## src/rtl/mdu_sequencer_pkg.sv

```systemverilog
// Shared encodings for the iterative multiply/divide unit.
// Op codes, hazard status codes and sequencer state enum.
package mdu_sequencer_pkg;

   localparam logic [1:0] MDU_MUL   = 2'b00;
   localparam logic [1:0] MDU_MULHU = 2'b01;
   localparam logic [1:0] MDU_DIVU  = 2'b10;
   localparam logic [1:0] MDU_REMU  = 2'b11;

   localparam logic [1:0] ST_IDLE   = 2'b00;
   localparam logic [1:0] ST_RETIRE = 2'b01;
   localparam logic [1:0] ST_BUSY   = 2'b10;
   localparam logic [1:0] ST_HOLD   = 2'b11;

   typedef enum logic [1:0] {
      IDLE,
      BUSY,
      DONE
   } mdu_state_t;

   function automatic logic is_div_op(input logic [1:0] op);
      return (op == MDU_DIVU) || (op == MDU_REMU);
   endfunction

endpackage

```

## src/rtl/mdu_iter_datapath.sv

```systemverilog
// One combinational iteration of shift-add multiply or
// restoring unsigned divide over a {hi, lo} accumulator.
module mdu_iter_datapath #(
   parameter int DATA_W = 16
) (
   input  logic                  is_div,
   input  logic [2*DATA_W-1:0]   acc,
   input  logic [DATA_W-1:0]     operand,
   output logic [2*DATA_W-1:0]   acc_next
);

   logic [DATA_W:0] sum;
   logic [DATA_W:0] shifted;
   logic [DATA_W:0] diff;

   // mul: hi += multiplicand if lsb set, then shift right;
   // div: shift {rem,quo} left, trial-subtract divisor
   always_comb begin
      sum     = {1'b0, acc[2*DATA_W-1:DATA_W]}
              + (acc[0] ? {1'b0, operand} : '0);
      shifted = acc[2*DATA_W-1:DATA_W-1];
      diff    = shifted - {1'b0, operand};
      acc_next = {sum, acc[DATA_W-1:1]};
      if (is_div) begin
         if (diff[DATA_W]) begin
            acc_next = {shifted[DATA_W-1:0],
                        acc[DATA_W-2:0], 1'b0};
         end else begin
            acc_next = {diff[DATA_W-1:0],
                        acc[DATA_W-2:0], 1'b1};
         end
      end
   end

endmodule

```

## src/rtl/mdu_sequencer.sv

```systemverilog
// Sequencer for the iterative 16-bit MUL/DIV unit in EX.
// Owns FSM, counter, operand/accumulator regs, result mux.
module mdu_sequencer
   import mdu_sequencer_pkg::*;
#(
   parameter int DATA_W = 16,
   parameter int REG_W  = 4,
   parameter int CNT_W  = 5
) (
   input  logic              clk,
   input  logic              rst_n,
   input  logic              start,
   input  logic [1:0]        op,
   input  logic [DATA_W-1:0] opa,
   input  logic [DATA_W-1:0] opb,
   input  logic [REG_W-1:0]  rd_in,
   input  logic              flush,
   input  logic              wb_ready,
   output logic [1:0]        alu_status,
   output logic              res_valid,
   output logic [DATA_W-1:0] result,
   output logic [REG_W-1:0]  res_rd,
   output logic              dbz
);

   mdu_state_t          state;
   logic [CNT_W-1:0]    cnt;
   logic [1:0]          op_q;
   logic [DATA_W-1:0]   opnd_q;
   logic [2*DATA_W-1:0] acc;
   logic [2*DATA_W-1:0] acc_next;
   logic [REG_W-1:0]    rd_q;
   logic                dbz_q;
   logic                done;

   mdu_iter_datapath #(
      .DATA_W (DATA_W)
   ) u_step (
      .is_div   (is_div_op(op_q)),
      .acc      (acc),
      .operand  (opnd_q),
      .acc_next (acc_next)
   );

   // FSM: accept in IDLE, iterate in BUSY, hold in DONE
   always_ff @(posedge clk or negedge rst_n) begin
      if (!rst_n) begin
         state  <= IDLE;
         cnt    <= '0;
         op_q   <= '0;
         opnd_q <= '0;
         acc    <= '0;
         rd_q   <= '0;
         dbz_q  <= 1'b0;
      end else begin
         unique case (state)
            IDLE: begin
               if (start && !flush) begin
                  op_q <= op;
                  rd_q <= rd_in;
                  cnt  <= CNT_W'(DATA_W);
                  if (is_div_op(op)) begin
                     opnd_q <= opb;
                  end else begin
                     opnd_q <= opa;
                  end
                  if (is_div_op(op) && opb == '0) begin
                     acc   <= {opa, {DATA_W{1'b1}}};
                     dbz_q <= 1'b1;
                     state <= DONE;
                  end else begin
                     acc   <= is_div_op(op)
                            ? {{DATA_W{1'b0}}, opa}
                            : {{DATA_W{1'b0}}, opb};
                     dbz_q <= 1'b0;
                     state <= BUSY;
                  end
               end
            end
            BUSY: begin
               if (flush) begin
                  cnt   <= '0;
                  state <= IDLE;
               end else begin
                  acc <= acc_next;
                  cnt <= cnt - CNT_W'(1);
                  if (cnt == CNT_W'(1)) begin
                     state <= DONE;
                  end
               end
            end
            DONE: begin
               if (flush || wb_ready) begin
                  cnt   <= '0;
                  dbz_q <= 1'b0;
                  state <= IDLE;
               end
            end
            default: state <= IDLE;
         endcase
      end
   end

   assign done      = (state == DONE);
   assign res_valid = done;
   assign res_rd    = done ? rd_q : '0;
   assign dbz       = done & dbz_q;

   // low/high accumulator half chosen by op; zero unless held
   always_comb begin
      result = '0;
      if (done) begin
         unique case (op_q)
            MDU_MUL:   result = acc[DATA_W-1:0];
            MDU_MULHU: result = acc[2*DATA_W-1:DATA_W];
            MDU_DIVU:  result = acc[DATA_W-1:0];
            MDU_REMU:  result = acc[2*DATA_W-1:DATA_W];
            default:   result = '0;
         endcase
      end
   end

   // hazard status from state and wb_ready only
   always_comb begin
      alu_status = ST_IDLE;
      unique case (state)
         IDLE:    alu_status = ST_IDLE;
         BUSY:    alu_status = ST_BUSY;
         DONE:    alu_status = wb_ready ? ST_RETIRE : ST_HOLD;
         default: alu_status = ST_IDLE;
      endcase
   end

endmodule

```

## config.mk

```make
export PLATFORM = sky130hd
export DESIGN_NAME = mdu_sequencer
export DESIGN_NICKNAME = d
export VERILOG_FILES = /design/src/rtl/mdu_sequencer_pkg.sv /design/src/rtl/mdu_iter_datapath.sv /design/src/rtl/mdu_sequencer.sv
export SDC_FILE = /design/constraint.sdc
export NUM_CORES = 1
export LEC_CHECK = 0
export CORE_ASPECT_RATIO = 1.4
export CORE_MARGIN = 4
export CORE_UTILIZATION = 58
export CTS_CLUSTER_SIZE = 20
export DETAILED_ROUTE_END_ITERATION = 8
export GPL_ROUTABILITY_DRIVEN = 0
export HOLD_SLACK_MARGIN = 0.05
export PLACE_DENSITY = 0.87
export RECOVER_POWER = 100
export REMOVE_ABC_BUFFERS = 1
export SETUP_SLACK_MARGIN = 0.1
export SYNTH_ARGS = -nofsm -noshare
export SYNTH_HDL_FRONTEND = slang
export SYNTH_SLANG_ARGS = --single-unit
```

## constraint.sdc

```tcl
create_clock -name clk -period 3.4 [get_ports clk]
set_input_delay 0.85 -clock clk [delete_from_list [all_inputs] [get_ports clk]]
set_output_delay 0.85 -clock clk [all_outputs]
set_load 0.05 [all_outputs]
```

* Word-level counts from Yosys, hierarchy flattened
Index checks and enable logic that the tools add are counted.
** Operators by class
- Equality and inequality tests :: 12
- Muxes and demuxes :: 28
- Add/subtract/negate cells :: 3
- Bitwise gates (word level) :: 1
- Reductions and logical operators :: 19
** Operator list (number)
- $mux W32 :: 5
- $mux W16 :: 4
- $pmux W32 S2 :: 1
- $pmux W16 S2 :: 1
- $add A16 B17 Y17 :: 1
- $sub A17 B16 Y17 :: 1
- $logic_not A16 Y1 :: 1
- $mux W5 :: 3
- $pmux W5 S3 :: 1
- $mux W2 :: 6
- $reduce_and A3 Y1 :: 4
- $eq A2 B2 Y1 const B :: 5
- $pmux W2 S3 :: 1
- $eq A5 B1 Y1 const B :: 1
- $sub A5 B1 Y5 const B :: 1
- $eq A2 B1 Y1 const B :: 2
- $logic_not A2 Y1 :: 2
- $mux W4 :: 1
- $ne A2 B2 Y1 const B :: 2
- $pmux W2 S2 :: 1
- $reduce_bool A2 Y1 :: 2
- $reduce_or A2 Y1 :: 2
- $logic_or A1 B1 Y1 :: 3
- $mux W1 :: 3
- 8 further kinds :: 9
** Word-level totals
- Word-level logic and storage cells :: 70
- Input port bits :: 43
- Bits in registers :: 62
- Output and inout port bits :: 24

* Longest topological paths before layout
- Depth after elaboration :: 6
- Depth in mapped cells :: 12
- Mapped depth without buffers :: 11

* By module
Synthesis repeated with hierarchy kept, for this count alone.
** Unflattened totals
- Cells, all modules :: 700
- Area total of the unflattened synthesis :: 5833.1 um2
** By module, submodules not included
- mdu_sequencer :: area each 3678.5 um2, times used 1, seq. area each 1551.5 um2, cells an instance 395
- mdu_iter_datapath :: area each 2154.6 um2, times used 1, seq. area each 0.0 um2, cells an instance 305

* Least setup slack after synthesis
No wires, ideal clock.
- Path type :: reg-to-output
- From :: register state[0]
- To :: output port alu_status[1]
- Cell stages (with the launch flop) :: 5
- Required time :: 2550 ps
- Buffers on the path :: 0
- Path slack :: 215 ps
- Arrival time :: 2335 ps
- Path through :: dfrtp_1 inv_1 ha_1 nand2b_1 a21boi_0
** On the way
- Longest elaborated chain between the ends :: 2
- Elaborated cells between the ends (all ways) :: 3
- Classes of those cells :: 2 x eq/ne; 1 x mux
** RTL lines
- start, declared :: line mdu_sequencer.sv:26 : mdu_state_t state;
- start signal, assigned :: line mdu_sequencer.sv:48 : state <= IDLE;
- start signal, assigned :: line mdu_sequencer.sv:70 : state <= DONE;
- start signal, assigned :: line mdu_sequencer.sv:76 : state <= BUSY;
- $eq A2 B2 Y1
- via res_valid :: line mdu_sequencer.sv:20 : output logic res_valid,
- $pmux W2 S2 :: line mdu_sequencer.sv:126 : unique case (state)
- end, declared :: line mdu_sequencer.sv:19 : output logic [1:0] alu_status,
The timed path passes the listed nets, and every way through them passes these cells.

* Worst setup path in the final report
- From :: register acc[15]
- To :: register acc[23]
** On the way
- Longest elaborated chain between the ends :: 5
** RTL lines
- start, declared :: line mdu_sequencer.sv:30 : logic [2*DATA_W-1:0] acc;
- start signal, assigned :: line mdu_sequencer.sv:68 : acc <= {opa, {DATA_W{1'b1}}};
- start signal, assigned :: line mdu_sequencer.sv:72 : acc <= is_div_op(op)
- start signal, assigned :: line mdu_sequencer.sv:85 : acc <= acc_next;
- $sub A17 B16 Y17 :: line mdu_iter_datapath.sv:22 : diff = shifted - {1'b0, operand};
- $mux W32 :: line mdu_iter_datapath.sv:25 : if (diff[DATA_W]) begin
- $mux W32 :: line mdu_iter_datapath.sv:24 : if (is_div) begin
- $mux W32 :: line mdu_sequencer.sv:81 : if (flush) begin
- $pmux W32 S2 :: line mdu_sequencer.sv:56 : unique case (state)
Every way passes these cells. The select of a mux whose other input is x is not followed.
A chain may end at the register's enable or synchronous reset.

==> flow_summary.toml <==
[run_status]
status = "completed"

[cts]
clockRootBuffer = "clkbuf_16"
cts_buffers = 9
path_clk_slew_ns = 0.05
cts_max_level = 3
cts.sinks = 62
clockBufferDepth = 2
clk_latency_ns = 0.33
tritoncts = "built"

[power_and_ir_drop]
ir_drop_mv = 0.608
seqPwrFrac_pct = 20.4
power_frac_comb_pct = 68.6
power.share.switching_pct = 51.3
total_power_mw = 7.50
p_int_mw = 3.65
p_per_area_mw_per_mm2 = 1110
p_leak_nw = 3.09
p_sw_mw = 3.85
power_frac_clock_pct = 10.9

[yosys]
postSynth.asyncResetShare_pct = 100
yosysWarnings = 0
synth_seq_cells = 62
yosys_most_used_dff = "dfrtp_1"
postSynthCellCount = 691
yosysTopAreaCellShare_pct = 26.9
yosysSeqAreaShare_pct = 26.9
ys_types = 71
avgSynthCellArea_um2 = 8.34
synth_edf_count = 0
ys_top_cells_by_area = "dfrtp_1, mux2i_1, ha_1"
yosysTopAreaCell = "dfrtp_1"
syn_area_mm2 = 0.00576

[final_layout]
drive_gt1_share_pct = 6.78
antenna_cells = 0
area_growth_pct = 17.7
final_common_cell = "nand2_1"
mostFrequentLayoutCells = "nand2_1, dfrtp_1, mux2i_1, clkdlybuf4s50_1, o21ai_0"
final_util_pct = 70.9
nets = 830
final_area_mm2 = 0.00678

[drt]
drt_iter0_markers = 810
m1WireLength_um = 6660
drt_pre_antenna_iters = 5
dr_wl_met2_um = 8910
viasPerCell = 6.66
antenna_left = 0
drc = 0
vias = 5891
top_layer = "met4"
wl_met3_um = 1350
drt-total-wl_um = 18000
route.detailed.wl_per_inst_um = 20.4

[timing]
worst_slack_ns = 0.173
slew_headroom_pct = 17.6
rsz0062_at_grt = "yes"
timing.final.crit_share_pct = 94.9
fin_tns_setup_ns = 0
worst_slew_pin_slew_ns = 1.24
setup_viol = 0
period_minus_slack_ns = 3.23
finalHoldViolCount = 0
final_max_slew_viol_count = 0
fmax_mhz = 310
skew_ns = 0.00415

[floorplan]
core_area_mm2 = 0.00956
dieArea_mm2 = 0.0116
die_w_um = 92.3
die_y_um = 126
ioPinCount = 67
placementRows = 42
initial_utilization_pct = 60.3

[global_routing]
grt_pass1_wl_um = 29500
grt_max_degree = 49
grt-ovfl-total = 0
grt_pass1_vias = 5903
track_usage_pct = 31.5
antenna_found_initial = 0

[place]
dpl_worst_slack_ns = 0.0601
dp_hpwl_um = 13400
dpl_cell_area_mm2 = 0.00658
io_buffers = 66

[flow_run]
maxCapViolCount = 0

[worst_setup_path]
criticalPathCategory = "reg -> reg"
crit_arrival_ns = 3.42
cp-end-kind = "register"
r2r_cells = 12
worst-endpoint-required_ns = 3.60
crit_path_start_kind = "register"
worstPathMaxFanout = 11

[hold_path]
worstHoldPathType = "reg -> reg"
whs_path_depth = 2
-- critical path, cell delays in order (launching register included) --
cell and delay (ns):
dfrtp_1 0.40, inv_2 0.13, ha_1 0.20, fa_1 0.21, and2b_1 0.22, o31ai_4 0.27
a21o_1 0.28, a311oi_2 0.17, nor3_4 0.23, clkbuf_2 0.30, mux2_2 0.37, mux2i_1 0.20
o21ai_0 0.11
-- area by class of cell --
cell class | count | area [um2]
clock inverter | 5 | 27.5
sequential | 62 | 1550
clock buffer | 10 | 229
inverter | 32 | 120
fill | 748 | 2780
timing repair buffer | 86 | 751
multi-input combinational | 557 | 3940
tap | 132 | 165
-- through the flow --
step / instances / hold slack [ns]
5_1_grt: 884 / 0.511
6_report: 884 / 0.471
3_5_place_dp: 868 / 0.463
4_1_cts: 883 / 0.466
3_3_place_gp: 868 / 0.451
2_1_floorplan: 651 / 0.438
-- registers in the layout, indices dropped and copies added, names as in the netlist --
| register | count |
|---|---|
| acc | 32 |
| cnt | 5 |
| opnd_q | 16 |
| rd_q | 4 |
| dbz_q | 1 |
| op_q | 2 |
| state | 2 |
-- what timing repair did --
action                     4_1_cts  5_1_grt
setup endpoints to repair       10        6
hold buffers                     0        0
gates resized for setup         10        4
pin swaps                        0        1
gates cloned                     0        0
setup buffers                    0        1
-- cells in the mapped netlist, types with 9 or more instances --
| cell | number |
|---|---|
| nor2_1 | 29 |
| xnor2_1 | 14 |
| a211oi_1 | 18 |
| nand2_1 | 67 |
| nor2b_1 | 33 |
| o21ai_0 | 47 |
| dfrtp_1 | 62 |
| nand3_1 | 11 |
| clkbuf_1 | 33 |
| inv_1 | 32 |
| a31oi_1 | 9 |
| a21o_1 | 24 |
| and2_1 | 23 |
| nor3_1 | 12 |
| a2111oi_0 | 17 |
| a21oi_1 | 40 |
| ha_1 | 37 |
| mux2i_1 | 59 |
-- logic make-up (layout without fill, tap and decap cells) --
kind of cell | count (synthesis) | after routing | share of synthesized area [%]
flops | 62 | 62 | 26.9
simple gates | 225 | 225 | 20.5
buf+inv | 72 | 133 | 4.86
fa+ha+maj | 39 | 39 | 8.73
xor+xnor | 19 | 19 | 2.89
mux | 63 | 63 | 11.0
compound gates | 211 | 211 | 25.1
-- final timing paths --
check | slack [ns] | from | endpoint
worst min register to register | 0.47 | rd_q[1] | rd_q[1]
worst min-delay path | 0.47 | rd_q[1] | rd_q[1]
worst max register to register | 0.17 | acc[15] | acc[23]
worst max-delay path | 0.17 | acc[15] | acc[23]
max in group asynchronous | 1.04 | rst_n | acc[29]
min in group asynchronous | 0.67 | rst_n | rd_q[1]
-- routing by layer --
layer	vias up	global-route usage (%)
met3	103	5.67
met4	0	18.2
met2	336	53.7
met1	2792	36.9
li1	2660	-
met5	-	0
-- power by group through the flow --
stage	logic [mW]	clock network [mW]	registers [mW]
after global routing	5.59	0.853	1.57
after global placement	4.89	0	1.48
after CTS	5.12	0.815	1.51
after floorplan	3.68	0	1.44
after detailed placement	5.09	0	1.52
final	5.15	0.818	1.53
No activity file was read; power rests on OpenSTA's default activity.
